--- src/rtl/if_stage_mo.sv ---
// if_stage_mo: multi-outstanding instruction-fetch stage.
// Issues in-order requests on the SRAM-like instruction port and keeps the
// fetch addresses in a small in-flight queue. Returned instructions go into
// an instruction buffer that feeds ID. After a redirect, responses that are
// still in flight are counted and dropped as they come back.
// Optional feature: define IF_PERF_CNT_EN to add the perf_fetch_cnt and
// perf_drop_cnt counters and their output ports.
module if_stage_mo #(
    parameter logic [31:0] PC_RESET        = 32'h1C00_0000,
    parameter int unsigned MAX_OUTSTANDING = 2,
    parameter int unsigned IBUF_DEPTH      = 4
) (
    input  logic        clk,
    input  logic        resetn,
    input  logic        ds_allowin,
    input  logic        br_taken,
    input  logic [31:0] br_target,
    input  logic        wb_ex,
    input  logic        wb_ertn,
    input  logic [31:0] csr_eentry,
    input  logic [31:0] csr_era,
    output logic        fs_to_ds_valid,
    output logic [64:0] fs_to_ds_bus,
    output logic        inst_sram_req,
    output logic        inst_sram_wr,
    output logic [1:0]  inst_sram_size,
    output logic [3:0]  inst_sram_wstrb,
    output logic [31:0] inst_sram_addr,
    output logic [31:0] inst_sram_wdata,
    input  logic        inst_sram_addr_ok,
    input  logic        inst_sram_data_ok,
`ifdef IF_PERF_CNT_EN
    output logic [31:0] perf_fetch_cnt,
    output logic [31:0] perf_drop_cnt,
`endif
    input  logic [31:0] inst_sram_rdata
);

    localparam int unsigned OW = $clog2(MAX_OUTSTANDING + 1);
    localparam int unsigned CW = $clog2(IBUF_DEPTH + 1);
    localparam int unsigned FW = (IBUF_DEPTH > 1) ? $clog2(IBUF_DEPTH) : 1;
    localparam int unsigned QW = (MAX_OUTSTANDING > 1) ? $clog2(MAX_OUTSTANDING) : 1;
    localparam int unsigned BW = 65;

    // State
    logic [31:0]   fetch_pc;
    logic [OW-1:0] outstanding;
    logic [OW-1:0] discard;
    logic          adef_stop;
    logic          stale_pending;

    logic [BW-1:0] fifo_mem [IBUF_DEPTH];
    logic [FW-1:0] fifo_rd;
    logic [FW-1:0] fifo_wr;
    logic [CW-1:0] fifo_cnt;

    logic [31:0]   pcq_mem [MAX_OUTSTANDING];
    logic [QW-1:0] pcq_rd;
    logic [QW-1:0] pcq_wr;

    // Next-state / decode
    logic          hs;
    logic          redirect;
    logic [31:0]   target;
    logic          live_hs;
    logic          drop;
    logic          live_data;
    logic          pop;
    logic          adef_push;
    logic          push;
    logic [BW-1:0] push_data;
    logic [OW-1:0] outstanding_n;
    logic [OW-1:0] discard_n;
    logic [31:0]   fetch_pc_n;
    logic          adef_stop_n;
    logic [CW-1:0] fifo_cnt_n;
    logic          pending_n;
    logic          stale_n;
    logic          room_n;
    logic          req_n;
    logic [31:0]   addr_n;

    function automatic logic [FW-1:0] fifo_inc(input logic [FW-1:0] p);
        return (32'(p) == IBUF_DEPTH - 1) ? '0 : FW'(32'(p) + 32'd1);
    endfunction

    function automatic logic [QW-1:0] pcq_inc(input logic [QW-1:0] p);
        return (32'(p) == MAX_OUTSTANDING - 1) ? '0 : QW'(32'(p) + 32'd1);
    endfunction

    assign inst_sram_wr    = 1'b0;
    assign inst_sram_size  = 2'b10;
    assign inst_sram_wstrb = 4'b0000;
    assign inst_sram_wdata = 32'h0;

    assign fs_to_ds_valid = (fifo_cnt != '0);
    assign fs_to_ds_bus   = fifo_mem[fifo_rd];

    // Handshake decode, redirect handling and next values of all control state
    always_comb begin
        hs        = inst_sram_req & inst_sram_addr_ok;
        redirect  = wb_ex | wb_ertn | br_taken;
        target    = br_target;
        if (wb_ex) begin
            target = csr_eentry;
        end else if (wb_ertn) begin
            target = csr_era;
        end

        // A handshake is live only if it belongs to the current fetch stream
        live_hs   = hs & ~stale_pending & ~redirect;
        drop      = inst_sram_data_ok & (discard != '0);
        live_data = inst_sram_data_ok & (discard == '0);
        pop       = fs_to_ds_valid & ds_allowin;

        // Misaligned fetch: wait for the bus to go quiet, then hand ID a marker entry
        adef_push = ~redirect & ~adef_stop & (fetch_pc[1:0] != 2'b00)
                  & (outstanding == '0) & (discard == '0) & ~inst_sram_req
                  & (32'(fifo_cnt) < IBUF_DEPTH);
        push      = ~redirect & (live_data | adef_push);
        push_data = adef_push ? {1'b1, 32'h0, fetch_pc}
                              : {1'b0, inst_sram_rdata, pcq_mem[pcq_rd]};

        outstanding_n = outstanding + OW'(hs) - OW'(inst_sram_data_ok);
        // Everything still in flight after a redirect is stale
        if (redirect) begin
            discard_n = outstanding_n;
        end else begin
            discard_n = discard + OW'(hs & stale_pending) - OW'(drop);
        end

        fetch_pc_n = fetch_pc;
        if (redirect) begin
            fetch_pc_n = target;
        end else if (live_hs) begin
            fetch_pc_n = fetch_pc + 32'd4;
        end

        adef_stop_n = redirect ? 1'b0 : (adef_stop | adef_push);
        fifo_cnt_n  = redirect ? '0 : (fifo_cnt + CW'(push) - CW'(pop));

        // A request not yet accepted keeps its address, even across a redirect
        pending_n = inst_sram_req & ~inst_sram_addr_ok;
        stale_n   = pending_n & (stale_pending | redirect);
        room_n    = (32'(fifo_cnt_n) + 32'(outstanding_n)) < IBUF_DEPTH;
        req_n     = pending_n
                  | (~adef_stop_n & (32'(outstanding_n) < MAX_OUTSTANDING)
                     & room_n & (fetch_pc_n[1:0] == 2'b00));
        addr_n    = pending_n ? inst_sram_addr : fetch_pc_n;
    end

    // Control registers and request outputs
    always_ff @(posedge clk or negedge resetn) begin
        if (!resetn) begin
            fetch_pc       <= PC_RESET;
            outstanding    <= '0;
            discard        <= '0;
            adef_stop      <= 1'b0;
            stale_pending  <= 1'b0;
            fifo_cnt       <= '0;
            fifo_rd        <= '0;
            fifo_wr        <= '0;
            pcq_rd         <= '0;
            pcq_wr         <= '0;
            inst_sram_req  <= 1'b0;
            inst_sram_addr <= 32'h0;
        end else begin
            fetch_pc       <= fetch_pc_n;
            outstanding    <= outstanding_n;
            discard        <= discard_n;
            adef_stop      <= adef_stop_n;
            stale_pending  <= stale_n;
            fifo_cnt       <= fifo_cnt_n;
            inst_sram_req  <= req_n;
            inst_sram_addr <= addr_n;
            if (redirect) begin
                fifo_rd <= '0;
                fifo_wr <= '0;
                pcq_rd  <= '0;
                pcq_wr  <= '0;
            end else begin
                if (push) begin
                    fifo_wr <= fifo_inc(fifo_wr);
                end
                if (pop) begin
                    fifo_rd <= fifo_inc(fifo_rd);
                end
                if (live_hs) begin
                    pcq_wr <= pcq_inc(pcq_wr);
                end
                if (live_data) begin
                    pcq_rd <= pcq_inc(pcq_rd);
                end
            end
        end
    end

    // Instruction buffer storage; cleared on reset so the bus reads zero
    always_ff @(posedge clk or negedge resetn) begin
        if (!resetn) begin
            for (int i = 0; i < int'(IBUF_DEPTH); i++) begin
                fifo_mem[i] <= '0;
            end
        end else if (push) begin
            fifo_mem[fifo_wr] <= push_data;
        end
    end

    // In-flight pc queue storage
    always_ff @(posedge clk) begin
        if (live_hs) begin
            pcq_mem[pcq_wr] <= inst_sram_addr;
        end
    end

    // Counter and buffer sanity checks
    always_ff @(posedge clk) begin
        if (resetn) begin
            assert (!(inst_sram_data_ok && outstanding == '0));
            assert (!(hs && !inst_sram_data_ok && 32'(outstanding) >= MAX_OUTSTANDING));
            assert (discard <= outstanding);
            assert (!(push && !pop && 32'(fifo_cnt) >= IBUF_DEPTH));
        end
    end

`ifdef IF_PERF_CNT_EN
    // Pops delivered to ID and responses thrown away after redirects
    always_ff @(posedge clk or negedge resetn) begin
        if (!resetn) begin
            perf_fetch_cnt <= 32'h0;
            perf_drop_cnt  <= 32'h0;
        end else begin
            perf_fetch_cnt <= perf_fetch_cnt + 32'(pop);
            perf_drop_cnt  <= perf_drop_cnt + 32'(drop);
        end
    end
`else
`endif

endmodule
--- config.mk ---
export PLATFORM = sky130hd
export DESIGN_NAME = if_stage_mo
export DESIGN_NICKNAME = d
export VERILOG_FILES = /design/src/rtl/if_stage_mo.sv
export SDC_FILE = /design/constraint.sdc
export NUM_CORES = 1
export LEC_CHECK = 0
export CORE_MARGIN = 3
export CORE_UTILIZATION = 54
export CTS_CLUSTER_SIZE = 20
export DETAILED_ROUTE_END_ITERATION = 6
export PLACE_DENSITY_LB_ADDON = 0.25
export SYNTH_ARGS = -nofsm -noshare
export SYNTH_HDL_FRONTEND = slang
export SYNTH_SLANG_ARGS = --single-unit
--- constraint.sdc ---
create_clock -name clk -period 4.79 [get_ports clk]
set_clock_uncertainty 0.05 [all_clocks]
set_input_delay 0.7185 -clock clk [delete_from_list [all_inputs] [get_ports clk]]
set_output_delay 0.7185 -clock clk [all_outputs]
set_load 0.005 [all_outputs]
* Yosys cells after proc, flatten, opt, wreduce, memory -nomap -nowiden *
Memories as Yosys holds them, arrays and structs flattened.
Index checks and enable logic that the tools add are counted.

storage, ports and cells
  memory bits (writable) = 64
  output and inout port bits = 138
  register bits after elaboration = 340
  logic and storage cells = 109
  input bits = 136
  memories kept = 1

cells by class
  mux-type cells = 28
  eq/ne operators = 2
  $add $sub $neg = 12
  bitwise operators = 33
  reductions and logical operators = 11
  $lt $le $gt $ge = 6

memories
  memory   depth  width  rd ports  clocked after memory_dff  wr ports  line  RTL
  pcq_mem  2      32     1         0                         1         57    logic [31:0] pcq_mem [MAX_OUTSTANDING];

operators by type and width
  cell                                                                  count
  260-bit bitwise mux                                                   1
  65-bit two-way mux                                                    4
  65-bit binary-select mux with 2-bit select                            1
  65-bit demux with 2-bit select                                        1
  32-bit two-way mux                                                    4
  32-bit by 3-bit adder with 32-bit output, second input constant       1
  1-bit AND                                                             19
  2-bit two-way mux                                                     7
  2-bit nonzero test                                                    6
  1-bit two-way mux                                                     9
  3-bit >= comparator, second input constant                            2
  2-bit zero test                                                       3
  1-bit inverter                                                        6
  2-bit inverter with 3-bit output                                      2
  1-bit bitwise OR                                                      6
  2-bit by 1-bit adder with 2-bit output                                2
  2-bit by 1-bit adder with 2-bit output, second input constant         2
  3-bit by 2-bit adder with 4-bit output                                1
  2-bit == test, second input constant                                  2
  4-bit by 3-bit < comparator with 1-bit output, second input constant  1
  2-bit by 1-bit subtractor with 2-bit output                           2
  3-bit by 1-bit adder with 3-bit output                                1
  3-bit by 1-bit < comparator with 1-bit output, second input constant  1
  3-bit < comparator, second input constant                             1
  other kinds (6)                                                       7

* Longest topological paths before layout *
  word-level depth = 19
  mapped depth = 15
  gate-level depth less buffers = 12

* Worst setup path after synthesis *
Ideal clock, no wire load.

  path kind = input to register
  from = input br_taken
  to = memory pcq_mem[0][0] (enable)
  slack = 365 ps
  setup time = 461 ps
  path buffers = 3
  stages = 5
  data arrival time = 3,914 ps
  required time = 4,279 ps
  cell sequence = or3_1 -> buf_4 -> clkbuf_1 -> clkbuf_1 -> nor3_1

on the way
  word-level cells in the longest chain between the ends = 5

ends and longest elaborated chain
  item                                     line  RTL
  from (decl)                              16    input logic br_taken,
  1-bit bitwise OR                         102   redirect = wb_ex | wb_ertn | br_taken;
  1-bit inverter                           111   live_hs = hs & ~stale_pending & ~redirect;
  1-bit AND                                111
  1-bit two-way mux                        211   if (live_hs) begin
  1-bit two-way mux (not written as such)  212   pcq_mem[pcq_wr] <= inst_sram_addr;
  to (decl)                                57

Every way passes these cells.

* Worst setup path in the final report *
  from = register fifo_cnt[2]
  to = register inst_sram_req

on the way
  word-level cells in the longest chain between the ends = 12
  elaborated cells on any way between the ends = 18
  classes of those cells = add/sub (3); order compare (2); mux (2); bitwise (10); reduce/logical (1)

ends and longest elaborated chain
  item                                             line  RTL
  from (decl)                                      55    logic [CW-1:0] fifo_cnt;
  from (signal assigned)                           173   fifo_cnt <= fifo_cnt_n;
  3-bit < comparator                               119   & (32'(fifo_cnt) < IBUF_DEPTH);
  1-bit AND                                        119
  1-bit bitwise OR                                 120   push = ~redirect & (live_data | adef_push);
  1-bit AND                                        120
  3-bit by 1-bit adder with 3-bit output           140   fifo_cnt_n = redirect ? '0 : (fifo_cnt + CW'(push) - CW'(pop));
  3-bit by 1-bit subtractor with 3-bit output *    140
  3-bit two-way mux *                              140
  net fifo_cnt_n[1]                                76    logic [CW-1:0] fifo_cnt_n;
  3-bit by 2-bit adder with 4-bit output *         145   room_n = (32'(fifo_cnt_n) + 32'(outstanding_n)) < IBUF_DEPTH;
  4-bit by 3-bit < comparator with 1-bit output *  145
  1-bit AND * (2 in a row)                         148   & room_n & (fetch_pc_n[1:0] == 2'b00));
  1-bit bitwise OR *                               147   | (~adef_stop_n & (32'(outstanding_n) < MAX_OUTSTANDING)
  net req_n                                        80    logic req_n;
  to (signal assigned)                             174   inst_sram_req <= req_n;
  to (decl)                                        24    output logic inst_sram_req,

Mark *: on every way through the listed nets, which the timed path passes. The rest lies on a longest branch.
A chain may end at the register's enable or synchronous reset.

==> impl_results.md <==
- Post-Synth Adder-Cell Area: under 10%
- YS warnings: 0
- Detailed-route via count: 13000
- Mean area per synthesized cell: 11.1 sq um
- Maximum vdd ir drop: 0.000242 V
- Slew Limit Fails: 0
- CP endpoint kind: register
- Sequential-to-total area share from yosys stat: between 50 and 60%
- Status: finished clean
- Setup Viol. Count Final: 0
- Vias per cell: 5.66
- First-pass GRT wire length: between 70000 and 80000 microns
- Critical path data required time: between 5000 and 6000 ps
- Clock slew at reported path FFs: 60 ps
- Worst r2r src: fifo_cnt[2]$_DFF_PN0_
- Antenna diode count: 0
- P per Cell Area: 427 mW/mm^2
- Row cnt: 66
- Final WL: 43800 microns
- Post-CTS sizing: 0
- Post-Synth XOR/XNOR Area: 1.64%
- Post-Synth Simple-Gate Area: between 10% and 20%
- Post-layout util: 67.3%
- DR pass1 iterations: 5
- Post-synth top cells: nand2_1 (370), dfrtp_1 (337), o21ai_0 (260)
- Cell with the most instances after synthesis: nand2_1
- WS Path Type: register to register
- Critical path peak fanout: 5
- MaxCap Viol Count: 0
- 1st-iter DRT viols: 985
- CTS Buf Count: 43
- EDFF count, synth: 64
- CTS sink cnt: 404
- Num ports: 274
- # H-tree levels: 2
- DPL Wire Length: 28700 microns
- Area delta synth->final: 21.7%
- Main synth FF type: dfrtp_1
- Minimum clock period: 4120 ps
- Remaining DRCs: 0
- Clock Latency Late Sink: 530 ps
- CTS Hold Buffers Added: 0
- Area contributors post-synth: dfrtp_1 (46%), edfxtp_1 (11%), mux4_2 (8.1%), nand2_1 (7.6%), o21ai_0 (7.2%)
- Postcts setup bufs: 0
- Worst setup SP type: register
- Synthesized area: 0.0182 sq mm
- Worst-Margin Slew: 1100 ps
- RePlAce Congestion: 0.818
- Ys async rst share: a little over four fifths
- RSZ-0062 raised after global routing: false
- Footprint of the multi-input gates: 0.00710 sq mm
- Hold WC Path Type: primary input to async pin
- Sequential cell area: 0.0104 sq mm
- Mux cell area share after synthesis: 10.8%
- Critical Path Slowest Stage Cell: o31ai_2
- Die ar.: 0.0359 sq mm
- Clk root buf: clkbuf_16
- Leakage: 0.00926 uW
- CTS tree: yes
- Layout Nets: a little under 2000
- Final Hold Viols: 0
- Synth Register Bits: 404
- Core area: 0.0329 sq mm
- Die X: about 190 microns
- Clock Path Buffers: 3
- IO Port Bufs: 234
- Yosys top cell by area: dfrtp_1
- Die height: 189 microns
- Period Utilization, post-route: between 80% and 90%
- Global-route usage over all layers: 24.7%
- Post-synthesis compound-gate area fraction: 13.1%
- Relative slew slack: about 27%
- F_max: 242 MHz
- Gr ovfl total: 0
- Final instance area: 0.0221 sq mm
- Sum Neg Setup Slack: 0 ps
- Crit path DAT: about 4500 ps
- Layout cells sized above 1: 11.1%
- Met2 wire len: 20700 microns
- Yosys top cell area share: a little under half
- Initial Util: a little under three fifths
- Vias in the first global route: 13400
- Top routing layer used: met5
- Filler cell count: between 2000 and 2500
- Routed len/inst: 19.0 microns
- Dpl cell area: 0.0207 sq mm
- Final ANT Viol Nets: 0
- Metal-1 WL: ~19000 microns
- Synth cell types: 57
- Largest family of logic cells by synthesized area: compound AO/OA/AOI/OAI gates
- Critical Path Max Stage Delay: 750 ps
- Cells along the critical path: or4_1, o31ai_2, nand2_1, ha_1, inv_1, ha_1, fa_1, and2_1, ha_1, a311oi_1, o211ai_1, o41ai_1
- Initial antenna violation count: 1
- Met3 WL: 2840 microns
- Critical path startpoint: fifo_cnt[2]$_DFF_PN0_
- Mapped Cells: 1643
- Most Frequent Cell on Critical Path: ha_1
- Largest net degree at the start of global routing: 122
state kept, by name (all words and copies together), names as in the netlist:
signal          count
pcq_mem            64
fifo_rd             2
pcq_rd              1
fifo_cnt            3
fifo_mem          260
fifo_wr             2
inst_sram_req       1
discard             2
pcq_wr              1
fetch_pc           32
outstanding         2
inst_sram_addr     32
stale_pending       1
adef_stop           1
stage by stage:
stage / hold slack (ps) / cells / worst slack (ps) / total power (uW)
2_1_floorplan: 373 / 1680 / 365 / 5120
3_3_place_gp: 406 / 2223 / 518 / 6180
3_5_place_dp: 415 / 2223 / 430 / 6260
4_1_cts: 254 / 2301 / 651 / 9530
5_1_grt: 286 / 2301 / 369 / 9880
6_report: 197 / 2301 / 666 / 9450
cells by family (layout without fill, tap and decap cells):
kind of cell / after synthesis / after routing
AO/OA/AOI/OAI: 414 / 414
XOR/XNOR: 34 / 34
adder cells (fa/ha/maj): 14 / 14
buffers and inverters: 167 / 346
flip-flops: 404 / 404
multiplexers: 114 / 114
other: 2 / 39
AND/OR/NAND/NOR: 494 / 494
cell usage in the layout, fill, tap and decap left out, types with 6 or more instances in the layout:
cell type / instances
clkinv_2: 8
nand3_1: 13
o22ai_1: 11
mux2_2: 7
xor2_1: 21
buf_4: 18
nand4_1: 13
clkdlybuf4s50_1: 232
inv_1: 9
mux2i_1: 42
dfrtp_1: 334
o21ai_1: 25
conb_1: 39
o221ai_1: 15
mux4_2: 65
o21ai_2: 26
nor2_1: 52
and3_1: 8
a221oi_1: 6
clkbuf_1: 11
edfxtp_1: 64
buf_12: 6
nand2_1: 370
ha_1: 13
o21ai_0: 260
a21oi_1: 33
xnor2_1: 13
clkbuf_16: 45
a22oi_1: 20
clkinv_1: 6
worst paths after layout:
path / endpoint / slack [ps] / cells after the start
min in group clk: fifo_mem[123]$_DFFE_PN0P_ / 420 / 2
max: inst_sram_req$_DFF_PN0_ / 670 / 12
min reg2reg: fifo_mem[123]$_DFFE_PN0P_ / 420 / 2
max in group asynchronous: fifo_mem[196]$_DFFE_PN0P_ / 3370 / 2
max reg2reg: inst_sram_req$_DFF_PN0_ / 670 / 12
min: fifo_mem[230]$_DFFE_PN0P_ / 200 / 1
per-layer routing:
metal  vias to the layer above  global-route usage [%]
met5                         -                       0
met2                       433                    40.0
li1                       6098                       -
met1                      6405                    34.6
met4                         2                    7.42
met3                        90                    4.57
where the power goes:
group | switching [uW] | total, uW | leakage [uW] | internal (uW)
registers | 314 | 4240 | 0.00510 | 3930
clock network | 1310 | 3250 | 0.000678 | 1940
logic | 828 | 1960 | 0.00348 | 1130
total | 2450 | 9450 | 0.00926 | 6990
worst max-delay path, delay by kind of cell, from the launching register on:
kind | cells | cell delay [ps]
AO/OA/AOI/OAI | 4 | 1440
adder cells (fa/ha/maj) | 4 | 1200
AND/OR/NAND/NOR | 3 | 880
flip-flops | 1 | 390
buffers and inverters | 1 | 40
cell type report:
cell class | instances | area share [%]
Clock inverter | 18 | 0.741
Tap cell | 442 | 2.50
Sequential cell | 404 | 47.2
Timing Repair Buffer | 258 | 11.7
Inverter | 10 | 0.170
Clock buffer | 60 | 5.53
Multi-Input combinational cell | 1109 | 32.1
Power figures use the tool's default switching activity.
